===== src/rtl/nzcv_pkg.sv =====
// Shared definitions for the NZCV status-flag producer and its consumers.
// Holds the opcode encoding, the flag bit positions and the flags type.
package nzcv_pkg;

  typedef logic [3:0] flags_t;

  localparam logic [1:0] OP_ADD = 2'b00;
  localparam logic [1:0] OP_SUB = 2'b01;
  localparam logic [1:0] OP_AND = 2'b10;
  localparam logic [1:0] OP_ORR = 2'b11;

  localparam int F_N = 3;
  localparam int F_Z = 2;
  localparam int F_C = 1;
  localparam int F_V = 0;

endpackage


===== src/rtl/flag_stack.sv =====
// LIFO shadow stack for saved flag values.
// The stack never wraps; the caller is expected to gate push on full and pop on empty.
module flag_stack
  import nzcv_pkg::*;
#(
  parameter int STACK_DEPTH = 4
) (
  input  logic                             clk,
  input  logic                             rst_n,
  input  logic                             push,
  input  logic                             pop,
  input  flags_t                           push_data,
  output flags_t                           top,
  output logic [$clog2(STACK_DEPTH+1)-1:0] level,
  output logic                             full,
  output logic                             empty
);

  localparam int LW = $clog2(STACK_DEPTH + 1);
  localparam int IW = (STACK_DEPTH > 1) ? $clog2(STACK_DEPTH) : 1;

  flags_t          entries_r [STACK_DEPTH];
  logic [LW-1:0]   level_r;
  logic [LW-1:0]   top_ptr_s;

  assign full  = (level_r == LW'(STACK_DEPTH));
  assign empty = (level_r == {LW{1'b0}});
  assign level = level_r;

  // Select the most recently pushed entry; reads as zero when empty.
  always_comb begin
    top_ptr_s = level_r - {{(LW-1){1'b0}}, 1'b1};
    if (empty) begin
      top = 4'b0000;
    end else begin
      top = entries_r[top_ptr_s[IW-1:0]];
    end
  end

  // Stack pointer and storage update.
  always_ff @(posedge clk) begin
    if (!rst_n) begin
      level_r <= {LW{1'b0}};
      for (int i = 0; i < STACK_DEPTH; i++) begin
        entries_r[i] <= 4'b0000;
      end
    end else if (push && !pop && !full) begin
      entries_r[level_r[IW-1:0]] <= push_data;
      level_r                    <= level_r + {{(LW-1){1'b0}}, 1'b1};
    end else if (pop && !push && !empty) begin
      level_r <= top_ptr_s;
    end else begin
      level_r <= level_r;
    end
  end

endmodule


===== src/rtl/nzcv_flag_unit.sv =====
// ALU result and NZCV flag producer with a shadow stack for exception save/restore.
// Arithmetic and flag derivation live here; flag_stack only stores entries.
module nzcv_flag_unit
  import nzcv_pkg::*;
#(
  parameter int     STACK_DEPTH = 4,
  parameter flags_t FLAGS_RST   = 4'b0000
) (
  input  logic                             clk,
  input  logic                             rst_n,
  input  logic                             op_valid,
  input  logic [1:0]                       op_kind,
  input  logic [31:0]                      op_a,
  input  logic [31:0]                      op_b,
  input  logic                             set_flags,
  input  logic                             save,
  input  logic                             restore,
  output logic [31:0]                      result,
  output logic                             result_valid,
  output flags_t                           flags,
  output logic [$clog2(STACK_DEPTH+1)-1:0] stack_level,
  output logic                             err
);

  logic [31:0] result_r;
  logic        result_valid_r;
  flags_t      flags_r;
  logic        err_r;

  logic [32:0] sum_s;
  logic [32:0] diff_s;
  logic [31:0] res_s;
  flags_t      op_flags_s;
  flags_t      flags_next_s;
  flags_t      stack_top_s;
  logic        stack_full_s;
  logic        stack_empty_s;
  logic        do_push_s;
  logic        do_pop_s;
  logic        err_next_s;

  assign sum_s  = {1'b0, op_a} + {1'b0, op_b};
  assign diff_s = {1'b0, op_a} + {1'b0, ~op_b} + 33'd1;

  // Result and flag derivation; logical ops carry C and V through unchanged.
  always_comb begin
    res_s      = 32'd0;
    op_flags_s = flags_r;
    case (op_kind)
      OP_ADD: begin
        res_s           = sum_s[31:0];
        op_flags_s[F_C] = sum_s[32];
        op_flags_s[F_V] = (op_a[31] == op_b[31]) && (sum_s[31] != op_a[31]);
      end
      OP_SUB: begin
        res_s           = diff_s[31:0];
        op_flags_s[F_C] = diff_s[32];
        op_flags_s[F_V] = (op_a[31] != op_b[31]) && (diff_s[31] != op_a[31]);
      end
      OP_AND:  res_s = op_a & op_b;
      OP_ORR:  res_s = op_a | op_b;
      default: res_s = 32'd0;
    endcase
    op_flags_s[F_N] = res_s[31];
    op_flags_s[F_Z] = (res_s == 32'd0);
  end

  // Stack request arbitration: a simultaneous save and restore is rejected outright.
  always_comb begin
    do_push_s  = save && !restore && !stack_full_s;
    do_pop_s   = restore && !save && !stack_empty_s;
    err_next_s = (save && restore)
              || (save && !restore && stack_full_s)
              || (restore && !save && stack_empty_s);
    if (do_pop_s) begin
      flags_next_s = stack_top_s;
    end else if (op_valid && set_flags) begin
      flags_next_s = op_flags_s;
    end else begin
      flags_next_s = flags_r;
    end
  end

  // Output registers.
  always_ff @(posedge clk) begin
    if (!rst_n) begin
      result_r       <= 32'd0;
      result_valid_r <= 1'b0;
      flags_r        <= FLAGS_RST;
      err_r          <= 1'b0;
    end else begin
      result_r       <= op_valid ? res_s : result_r;
      result_valid_r <= op_valid;
      flags_r        <= flags_next_s;
      err_r          <= err_next_s;
    end
  end

  flag_stack #(
    .STACK_DEPTH(STACK_DEPTH)
  ) u_stack (
    .clk      (clk),
    .rst_n    (rst_n),
    .push     (do_push_s),
    .pop      (do_pop_s),
    .push_data(flags_r),
    .top      (stack_top_s),
    .level    (stack_level),
    .full     (stack_full_s),
    .empty    (stack_empty_s)
  );

  assign result       = result_r;
  assign result_valid = result_valid_r;
  assign flags        = flags_r;
  assign err          = err_r;

endmodule

===== config.mk =====
export PLATFORM = sky130hd
export DESIGN_NAME = nzcv_flag_unit
export DESIGN_NICKNAME = d
export VERILOG_FILES = /design/src/rtl/nzcv_pkg.sv /design/src/rtl/flag_stack.sv /design/src/rtl/nzcv_flag_unit.sv
export SDC_FILE = /design/constraint.sdc
export NUM_CORES = 1
export LEC_CHECK = 0
export ABC_AREA = 0
export BUFFER_PORTS_ARGS = -buffer_cell sky130_fd_sc_hd__buf_2
export CAP_MARGIN = 40
export CORE_MARGIN = 8
export CORE_UTILIZATION = 45
export CTS_CLUSTER_DIAMETER = 60
export DETAILED_ROUTE_END_ITERATION = 8
export PLACE_DENSITY_LB_ADDON = 0.2
export RECOVER_POWER = 50
export SYNTH_ARGS = -nofsm -noshare
export SYNTH_HDL_FRONTEND = slang
export SYNTH_SLANG_ARGS = --single-unit

===== constraint.sdc =====
create_clock -name clk -period 4.1 [get_ports clk]
set_clock_uncertainty 0.15 [all_clocks]
set_input_delay 0.205 -clock clk [delete_from_list [all_inputs] [get_ports clk]]
set_output_delay 0.205 -clock clk [all_outputs]
set_load 0.01 [all_outputs]

Yosys cells after proc, flatten, opt, wreduce, memory -nomap -nowiden:

Memory sizes are Yosys's and may differ from the RTL's.
Cells that the tools add are included.

* bits in registers: 41
* bits in writable memories: 16
* output and inout bits: 41
* word-level logic and storage cells: 67
* memories kept: 1

* add/sub/neg operators: 5
* eq/ne operators: 8
* muxes and demuxes: 14
* bitwise operators: 3
* reduce and logical (&&, ||, !) cells: 30

Memories
* u_stack.entries_r: words 4, bits a word 4, rd ports 1, clocked after Yosys merged registers in 0, write ports 4, line flag_stack.sv:22 `flags_t entries_r [STACK_DEPTH];`

Operators by type and width (number)
* one-hot mux 32 bit (4 select lines): 1
* adder 32 x 32 -> 33 bit: 2
* adder 33 x 1 -> 33 bit (second input constant): 1
* bitwise AND 32 bit: 1
* logical NOT 32 bit: 1
* inverter 32 bit: 1
* OR 32 bit: 1
* two-way mux 4 bit: 4
* logical AND 1 bit: 14
* logical NOT 1 bit: 6
* two-way mux 3 bit: 2
* two-way mux 1 bit: 5
* == test 2 bit (second input constant): 2
* one-hot mux 2 bit (2 select lines): 1
* nonzero test 2 bit: 2
* OR reduction 4 bit: 1
* adder 3 x 1 -> 3 bit (second input constant): 1
* == test 3 bit (second input constant): 1
* logical NOT 3 bit: 1
* inequality test 1 bit: 3
* nonzero test 3 bit: 1
* subtractor 3 x 1 -> 3 bit (second input constant): 1
* == test 2 x 1 -> 1 bit (second input constant): 1
* logical NOT 2 bit: 1
* other kinds (4): 5

Logic depth before layout (Yosys ltp):

Gate-level depths: netlist (run 1).

* depth after elaboration: 11
* gate-level depth with buffers: 15
* mapped depth without buffers: 15

By module:

From an unflattened synthesis (run 1), not the netlist that was laid out.

* cells, all modules: 1053
* area, all modules: 7714.9 um^2

By module, submodules not included
* nzcv_flag_unit: instances 1, cells an instance 965, area each 6667.6 um^2, sequential area each 760.7 um^2
* flag_stack: instances 1, cells an instance 88, area each 1047.3 um^2, sequential area each 540.5 um^2

Worst setup path before layout (run 1):

OpenSTA, ideal clock, no wires.

* path type: input -> register
* from: input port op_a[0]
* to: register flags_r[2], in the netlist flags[2]
* arrival: 3.187 ns
* data required time: 3.866 ns
* path slack: 0.678 ns
* cell stages on the path: 14
* buffers on the path: 0
* cell sequence: ha_1 > inv_1 > fa_1 > nand2b_1 > a2111oi_4 > o21ai_2 > o31ai_4 > a31oi_2 > o41ai_4 > mux2i_1 > mux2_4 > nor4_2 > nand4_1 > o31ai_2

* cells in the longest elaborated chain, start to end: 6

RTL lines
* start, declared: line nzcv_flag_unit.sv:13 `input logic [31:0] op_a,`
* adder 32 x 32 -> 33 bit: line nzcv_flag_unit.sv:43 `assign diff_s = {1'b0, op_a} + {1'b0, ~op_b} + 33'd1;`
* adder 33 x 1 -> 33 bit: line nzcv_flag_unit.sv:43
* one-hot mux 32 bit (4 select lines) (*): line nzcv_flag_unit.sv:49 `case (op_kind)`
* logical NOT 32 bit (*): line nzcv_flag_unit.sv:65 `op_flags_s[F_Z] = (res_s == 32'd0);`
* two-way mux 4 bit (*): line nzcv_flag_unit.sv:77 `end else if (op_valid && set_flags) begin`
* two-way mux 4 bit (*): line nzcv_flag_unit.sv:75 `if (do_pop_s) begin`
* end signal, assigned: line nzcv_flag_unit.sv:94 `flags_r <= flags_next_s;`
* end, declared: line nzcv_flag_unit.sv:27 `flags_t flags_r;`

Every way passes the cells marked *; elsewhere a longest branch is shown, timed or not. The select of a mux whose other input is x is not followed.
A chain may end at the register's enable or synchronous reset.

Worst setup path in the final report (run 1):

* from: input port op_b[0]
* to: register flags_r[2], in the netlist flags[2]

* cells in the longest elaborated chain, start to end: 7

RTL lines
* start, declared: line nzcv_flag_unit.sv:14 `input logic [31:0] op_b,`
* inverter 32 bit: line nzcv_flag_unit.sv:43
* adder 32 x 32 -> 33 bit: line nzcv_flag_unit.sv:43
* adder 33 x 1 -> 33 bit: line nzcv_flag_unit.sv:43
* one-hot mux 32 bit (4 select lines) (*): line nzcv_flag_unit.sv:49
* logical NOT 32 bit (*): line nzcv_flag_unit.sv:65
* two-way mux 4 bit (*): line nzcv_flag_unit.sv:77
* two-way mux 4 bit (*): line nzcv_flag_unit.sv:75

Marks and branches as above.

==> impl_metrics.tcl, run 1 <==
set metrics [dict create \
    n_fill_cell 1793 \
    grt_usage_pct 22.8 \
    grt_max_degree 50 \
    cts-root-buf "clkbuf_16" \
    layout.nets 1285 \
    worst-setup-path-type "in2reg" \
    core_um2 17200 \
    clk_pin_slew_ns 0.05 \
    synth_seq_cells 57 \
    drc 0 \
    top_layer_used "met4" \
    maxSlewHeadroom_pct -16.9 \
    crit_slowest_cell "fa_1" \
    wl_um 25400 \
    antenna_found_initial 0 \
    row_count 48 \
    portBuffers 112 \
    clkPwrFrac_pct 28.8 \
    swShare_pct 38.8 \
    fmax_mhz 274 \
    routedWlPerCell_um 19.0 \
    hold_path.class "in2reg" \
    slowest_delay_ns 0.40 \
    end_kind "register" \
    wl_met1_um 11400 \
    p_comb_share_pct 43.8 \
    gp_congestion 0.986 \
    syn_area_um2 7840 \
    worstPathArrival_ns 3.74 \
    routed-wl-met3_um 1930 \
    die_area_um2 21900 \
    start_util_pct 45.6 \
    cts.sinks 57 \
    seq_area_frac_synth_pct 16.6 \
    placed_cell_area_um2 8490 \
    viasPerCell 5.89 \
    dieWidth_um 148 \
    routed-wl-met2_um 11600 \
    min_period_over_period_pct 89.0 \
    yosys.area.top_type "ha_1" \
    setup_violations 0 \
    internal-power_mw 1.50 \
    status "complete, but fails checks" \
    hold_viol 0 \
    critPathMostFrequentCell "a2111oi_4" \
    crit_path_start_kind "primary input" \
    grt_first_pass_wirelength_um 40500 \
    vias 7904 \
    syn_nets 1192 \
    crit_family "compound AO/OA/AOI/OAI gates" \
    stdcell_area_um2 8710 \
    path_buf_inv 2 \
    p_seq_share_pct 27.4 \
    drt-initial-drc-count 656 \
    ios 113 \
    clockBufferDepth 2 \
    ys_warn_count 0 \
    min_period_ns 3.65 \
    synth.top_cells.by_area "ha_1 16%, dfxtp_1 10%, edfxtp_1 6.1%" \
    postRouteAntennaNets 0 \
    drive_gt1_share_pct 14.4 \
    synthCells 1018 \
    hold_buffers 0 \
    synth_top_area_share_pct 16.0 \
    cts_resized 0 \
    overflow 0 \
    power_density_nw_per_um2 281 \
    post-route-util_pct 50.7 \
    crit_path_max_fanout 4 \
    required_ns 4.19 \
    syn_to_final_growth_pct 11.2 \
    hpwl_um 20200 \
    switching_power_mw 0.949 \
    drt-pass1-iter-count 5 \
    cts_buffers 9 \
    cts_tree "built" \
    synth_flop_cell "dfxtp_1" \
    ir_drop_mv 0.224 \
    violations "max-capacitance violations, max-slew violations" \
    async_flop_share_pct 0 \
    postCtsSetupBuffers 0 \
    cap_violations 1 \
    htree_levels 3 \
    avgSynthCellArea_um2 7.70 \
    diodes 0 \
    yosysUniqueCellTypes 99 \
    dieHeight_um 148 \
    grt_pass1_vias 7432 \
    power_leakage_nw 3.89 \
    crit_path_cell_trace "buf_2, ha_1, inv_1, fa_1, nand2b_1, a2111oi_4, o21ai_2, o31ai_4, a21oi_1, xnor2_1, o221ai_1, o2111ai_1, a2111oi_4, nand4_1, o31ai_2" \
    rsz0062_at_grt "false" \
    whs_ns 0.0161 \
    synth_edf_count 16 \
    worst_pin_slew_ns 1.75 \
    clk_latency_ns 0.32 \
    power_mw 2.45 \
    final.setup.tns_ns 0 \
    slew_viol_final 39 \
]
-- power groups by stage --
stage / Clock (mW) / Combinational, mW / Sequential (mW)
floorplan: 0 / 0.751 / 0.681
global placement: 0 / 1.06 / 0.680
detailed placement: 0 / 1.06 / 0.680
CTS: 0.708 / 1.07 / 0.670
global route: 0.734 / 1.18 / 0.677
finish: 0.705 / 1.07 / 0.670
-- path summary, 6_finish.rpt --
path / start / endpoint / slack [ns] / depth (start not counted)
worst min-delay path: save / err / 0.02 / 3
worst max register to register: u_stack.level[0] / flags[2] / 0.99 / 12
worst max-delay path: op_b[0] / flags[2] / 0.45 / 15
worst min register to register: result[15] / result[15] / 0.32 / 2
-- layout make-up --
cell class / instances / area (um^2) / area share (%)
clock buffers: 14 / 274 / 3.15
clock inverters: 2 / 11.3 / 0.129
inverters: 106 / 403 / 4.63
multi-input cells: 796 / 5720 / 65.7
flip-flops and latches: 57 / 1300 / 14.9
well taps: 225 / 282 / 3.23
repair buffers: 141 / 718 / 8.24
-- per-layer routing --
| metal | global-route usage [%] | vias to the layer above |
|---|---|---|
| met5 | 0 | - |
| met4 | 5.30 | 0 |
| met3 | 3.73 | 32 |
| met2 | 36.6 | 302 |
| met1 | 31.2 | 3729 |
| li1 | - | 3841 |
-- cell families after synthesis --
logic type / synth area share [%]
adder cells (fa/ha/maj): 16.5
multiplexers: 5.16
XOR/XNOR: 2.79
flip-flops: 16.6
AND/OR/NAND/NOR: 20.5
AO/OA/AOI/OAI: 28.1
buffers and inverters: 10.4
-- layout by cell type, fill, tap and decap left out, types with 8 or more instances in the layout --
master     count
nor2_1       101
inv_1        100
ha_1         100
a21oi_1       88
buf_2         70
nand2_1       63
o21ai_0       47
clkbuf_1      46
dfxtp_1       41
nor3_1        31
nand3_1       27
buf_4         27
a211oi_1      26
mux2i_1       22
xnor2_1       21
and2_1        19
edfxtp_1      16
o211ai_1      14
o31ai_1       14
nand2b_1      12
nand4_1       12
o21a_1        11
nor2b_1       11
and3_1         9
clkbuf_16      9
a21o_1         8
-- sequential cells by signal, summed over array words and instances, names as in the netlist --
signal,flops
err,1
flags,4
result,32
result_valid,1
u_stack.entries_r,16
u_stack.level,3
-- worst register-to-register path, cell delays in order, from the launching register on --
cell and delay [ns]:
dfxtp_1 0.45, inv_1 0.22, ha_1 0.23, nand2b_1 0.08
nand3_1 0.27, nand4_1 0.14, nor3_1 0.20, and3b_1 0.17
nor4bb_1 0.31, nand4bb_1 0.22, a2111oi_4 0.26, nand4_1 0.15
o31ai_2 0.18
-- synth_stat cells (all sizes together) (12+ instances only) --
| cell type | count |
|---|---|
| o31ai | 16 |
| xnor2 | 21 |
| edfxtp | 16 |
| nor3 | 31 |
| inv | 105 |
| a211oi | 27 |
| nand4 | 12 |
| ha | 100 |
| dfxtp | 41 |
| a21oi | 89 |
| and2 | 19 |
| o211ai | 15 |
| nand2 | 63 |
| nand3 | 27 |
| nor2 | 103 |
| mux2i | 22 |
| nand2b | 12 |
| clkbuf | 41 |
| o21ai | 55 |
| nor2b | 12 |
| buf | 18 |
-- per-stage QoR --
| stage | instances | setup WS (ns) |
|---|---|---|
| detailed placement | 1325 | 0.191 |
| global route | 1341 | 0.216 |
| floorplan | 1018 | 0.678 |
| CTS | 1341 | 0.510 |
| finish | 1341 | 0.451 |
| global placement | 1325 | 0.248 |
No activity file was read; power rests on OpenSTA's default activity.
==> inputs of run 2 (changes only) <==
--- a/config.mk
+++ b/config.mk
@@ -6,8 +6,9 @@
 export NUM_CORES = 1
 export LEC_CHECK = 0
 export ABC_AREA = 0
-export BUFFER_PORTS_ARGS = -buffer_cell sky130_fd_sc_hd__buf_2
+export BUFFER_PORTS_ARGS = -buffer_cell sky130_fd_sc_hd__clkbuf_2
 export CAP_MARGIN = 40
+export CORE_ASPECT_RATIO = 0.6
 export CORE_MARGIN = 8
 export CORE_UTILIZATION = 45
 export CTS_CLUSTER_DIAMETER = 60
==> impl_metrics.tcl, run 2 (synthesis gave the netlist of run 1 again) <==
set metrics [dict create \
    status "complete, no violations" \
    r2r_start "u_stack.level[0]" \
    die_area_um2 22000 \
    layout_commonest_cell "nor2_1" \
    worstPathArrival_ns 3.94 \
    vias 8108 \
    path_buf_inv 3 \
    viasPerCell 5.99 \
    hold_path.class "in2reg" \
    final_cell_mix "101 x nor2_1, 100 x inv_1, 100 x ha_1" \
    gp_congestion 1.01 \
    overflow 0 \
    slew_viol_final 0 \
    crit_slowest_cell "a2111oi_1" \
    htree_levels 3 \
    worst_pin_slew_ns 0.894 \
    rr_worst_depth 12 \
    min_period_over_period_pct 93.5 \
    crit_path_cell_trace "clkbuf_2, inv_1, ha_1, o21bai_1, o211ai_2, a2111oi_1, o21ai_1, o211ai_1, a31oi_1, o31ai_1, buf_4, mux2i_1, xor2_1, and2b_2, o31ai_2" \
    power_leakage_nw 3.92 \
    setup_violations 0 \
    placed_cell_area_um2 8530 \
    routedWlPerCell_um 20.3 \
    dieHeight_um 118 \
    grt_max_degree 55 \
    cap_violations 0 \
    postCtsSetupBuffers 0 \
    final.setup.tns_ns 0 \
    syn_to_final_growth_pct 12.0 \
    ios 113 \
    startpoint "op_a[1]" \
    core_um2 17100 \
    drt-pass1-iter-count 6 \
    power_density_nw_per_um2 292 \
    drive_gt1_share_pct 14.8 \
    required_ns 4.20 \
    grt_pass1_vias 7589 \
    cts_resized 0 \
    portBuffers 112 \
    diodes 0 \
    maxSlewHeadroom_pct 40.3 \
    hpwl_um 21800 \
    cts_buffers 9 \
    clockBufferDepth 2 \
    start_util_pct 45.9 \
    wl_um 27500 \
    clk_pin_slew_ns 0.06 \
    antenna_found_initial 0 \
    crit_path_start_kind "primary input" \
    crit_path_max_fanout 4 \
    rsz0062_at_grt "false" \
    hold_viol 0 \
    clk_latency_ns 0.33 \
    r2r_setup_slack_ns 0.98 \
    hold_buffers 0 \
    drc 0 \
    crit_family "compound AO/OA/AOI/OAI gates" \
    stdcell_area_um2 8780 \
    drt-initial-drc-count 875 \
    regToRegEndpoint "flags[2]" \
    cts.sinks 57 \
    end_kind "register" \
    worst-setup-path-type "in2reg" \
    n_fill_cell 1722 \
    layout.nets 1288 \
    grt_usage_pct 23.8 \
    crit_cells 15 \
    fmax_mhz 261 \
    dieWidth_um 186 \
    row_count 37 \
    cp-endpoint "flags[2]" \
    largest_reg_flops 32 \
    min_period_ns 3.83 \
    grt_first_pass_wirelength_um 43000 \
    postRouteAntennaNets 0 \
    cts_tree "built" \
    slowest_delay_ns 0.71 \
    cts-root-buf "clkbuf_16" \
    ir_drop_mv 0.249 \
]
[run 2: changes by cell type in the layout (fill, tap and decap cells not counted), sizes merged]
cell,delta
clkbuf,+64
bufinv,+1
clkinvlp,+3
buf,-66
inv,+1
[run 2: area by class of cell]
cell class,count,area (um^2),area share (%)
repair buffers,144,756,8.61
clock buffers,9,225,2.57
flip-flops and latches,57,1300,14.8
multi-input cells,796,5720,65.2
well taps,234,293,3.34
clock inverters,7,78.8,0.898
inverters,106,403,4.59
[run 2: worst min-delay path: stages]
cell and delay [ns]:
clkbuf_2 0.10, a22oi_1 0.09, nor2_1 0.08
[run 2: per-layer routing]
layer / share of wire, % / GRT usage [%] / routed length [um] / vias to the layer above
li1: - / - / - / 3851
met1: 48 / 36.6 / 13200 / 3747
met2: 39 / 32.6 / 10700 / 474
met3: 12 / 5.46 / 3190 / 36
met4: 1.3 / 4.88 / 362 / 0
met5: 0 / 0 / 0 / -
[run 2: power breakdown]
part           internal, mW  switching (mW)  total [mW]
clock                 0.475           0.303       0.778
combinational         0.418           0.693        1.11
sequential            0.627          0.0429       0.670
total                  1.52            1.04        2.56
[run 2: worst min-delay path by stage]
stage	start	to	cells after the start	slack (ns)
4_1_cts	save	err	3	0.02
6_report	save	err	3	0.02
5_1_grt	save	err	3	0.06
3_5_place_dp	result[15]	result[15]	2	0.31
2_1_floorplan	restore	err	2	0.22
3_3_place_gp	result[14]	result[14]	2	0.30
[run 2: per-stage QoR]
| stage | hold WS [ns] | cells | utilization [%] | total power, mW | worst slack (ns) |
|---|---|---|---|---|---|
| after floorplan | 0.215 | 1018 | - | 1.43 | 0.678 |
| after global placement | 0.303 | 1337 | 49.9 | 1.77 | 0.204 |
| after detailed placement | 0.310 | 1337 | 49.9 | 1.77 | 0.120 |
| after CTS | 0.0163 | 1353 | 51.7 | 2.55 | 0.420 |
| after global routing | 0.0558 | 1353 | 51.4 | 2.68 | 0.0248 |
| final | 0.0166 | 1353 | 51.4 | 2.56 | 0.268 |
==> inputs of run 3 (changes only) <==
--- a/config.mk
+++ b/config.mk
@@ -13,6 +13,7 @@
 export CORE_UTILIZATION = 45
 export CTS_CLUSTER_DIAMETER = 60
 export DETAILED_ROUTE_END_ITERATION = 8
+export GPL_TIMING_DRIVEN = 0
 export PLACE_DENSITY_LB_ADDON = 0.2
 export RECOVER_POWER = 50
 export SYNTH_ARGS = -nofsm -noshare
==> impl_metrics.tcl, run 3 (synthesis gave the netlist of run 1 again) <==
set metrics [dict create \
    hold_start "save" \
    start_util_pct 45.9 \
    die_area_um2 22000 \
    drc 0 \
    stdcell_area_um2 8960 \
    power_mw 2.60 \
    min_to "err" \
    row_count 37 \
    status "complete, no violations" \
    r2r_setup_slack_ns 0.83 \
    cts.sinks 57 \
    maxSlewHeadroom_pct 41.0 \
    setup_violations 0 \
    power_leakage_nw 3.97 \
    crit_path_start_kind "primary input" \
    core_um2 17100 \
    drt-initial-drc-count 956 \
    worst-setup-path-type "in2reg" \
    ir_drop_mv 0.223 \
    rr_worst_depth 13 \
    crit_path_max_fanout 7 \
    crit_slowest_cell "o311ai_1" \
    placed_cell_area_um2 8690 \
    fmax_mhz 257 \
    whs_path_depth 3 \
    grt_usage_pct 24.9 \
    viasPerCell 5.94 \
    min_period_ns 3.89 \
    crit_family "compound AO/OA/AOI/OAI gates" \
    worstPathArrival_ns 3.98 \
    grt_first_pass_wirelength_um 44900 \
    cts_tree "built" \
    drt-pass1-iter-count 5 \
    syn_to_final_growth_pct 14.3 \
    hold_viol 0 \
    ios 113 \
    layout_commonest_cell "nor2_1" \
    worst_pin_slew_ns 0.863 \
    htree_levels 3 \
    clockBufferDepth 2 \
    postRouteAntennaNets 0 \
    drive_gt1_share_pct 14.1 \
    slowest_delay_ns 0.47 \
    dieWidth_um 186 \
    slew_viol_final 0 \
    grt_pass1_vias 7890 \
    post-route-util_pct 52.4 \
    cts_buffers 9 \
    clk_pin_slew_ns 0.05 \
    crit_path_cell_trace "clkbuf_1, inv_1, ha_1, inv_1, fa_1, nor2b_1, o311ai_1, a211oi_2, o311a_1, or3_1, nor4b_1, nand4bb_1, a2111oi_4, nand4_1, o31ai_2" \
    end_kind "register" \
    whs_ns 0.0230 \
    clk_latency_ns 0.33 \
    regToRegEndpoint "flags[2]" \
    path_buf_inv 3 \
    vias 8195 \
    antenna_found_initial 0 \
    cap_violations 0 \
    gp_congestion 0.965 \
    grt_max_degree 12 \
    min_period_over_period_pct 94.8 \
    r2r_start "u_stack.level[0]" \
    final_cell_mix "101 x nor2_1, 100 x inv_1, 100 x ha_1" \
    cts-root-buf "clkbuf_16" \
    critPathMostFrequentCell "inv_1" \
    overflow 0 \
    power_density_nw_per_um2 291 \
    wl_um 28500 \
    dieHeight_um 118 \
    diodes 0 \
    hpwl_um 23000 \
    required_ns 4.19 \
    portBuffers 112 \
    final.setup.tns_ns 0 \
    routedWlPerCell_um 20.7 \
    largest_reg_flops 32 \
    rsz0062_at_grt "false" \
    hold_path.class "in2reg" \
    layout.nets 1315 \
]
==> run 3: cell type report <==
cell class / instances / area, um^2
fill: 1724 / 8130
multi-input combinational: 796 / 5730
sequential: 57 / 1300
timing repair buffer: 112 / 505
buffer: 59 / 408
inverter: 106 / 403
tap: 234 / 293
clock buffer: 9 / 225
clock inverter: 7 / 95.1
==> run 3: per-stage QoR <==
| stage | cells | setup WS, ns |
|---|---|---|
| 5_1_grt | 1380 | 0.00991 |
| 4_1_cts | 1380 | 0.226 |
| 6_report | 1380 | 0.214 |
| 3_3_place_gp | 1364 | -0.0210 |
| 2_1_floorplan | 1018 | 0.678 |
| 3_5_place_dp | 1364 | -0.0815 |
==> run 3: report_power, final <==
part	switching (mW)	total [mW]	internal [mW]
combinational	0.705	1.13	0.423
clock	0.275	0.805	0.530
sequential	0.0441	0.672	0.628
total	1.02	2.60	1.58
==> run 3: worst max path at each step <==
stage | from | end | slack [ns] | cells after the start
after global routing | op_a[0] | flags[2] | 0.01 | 16
after CTS | op_a[0] | flags[2] | 0.23 | 15
after detailed placement | op_a[0] | flags[2] | -0.08 | 15
after global placement | op_b[0] | flags[2] | -0.02 | 15
final | op_a[0] | flags[2] | 0.21 | 15
after floorplan | op_a[0] | flags[2] | 0.68 | 14
==> run 3: tightest hold or removal path, stage by stage <==
cell	delay, ns
clkbuf_2	0.10
a22oi_1	0.08
nor2_1	0.07
==> run 3: layer usage <==
metal / up-vias / global-route usage, % / routed length, um
met5: - / 0 / 0
met4: 0 / 4.83 / 420
met3: 37 / 6.43 / 2900
met2: 384 / 34.4 / 11000
met1: 3873 / 37.9 / 14200
li1: 3901 / - / -
==> run 3: timing repair <==
item | CTS | global route
setup endpoints to repair | 0 | 2
hold buffers | 0 | 0
setup buffers | 0 | 0
resized for setup | 0 | 1
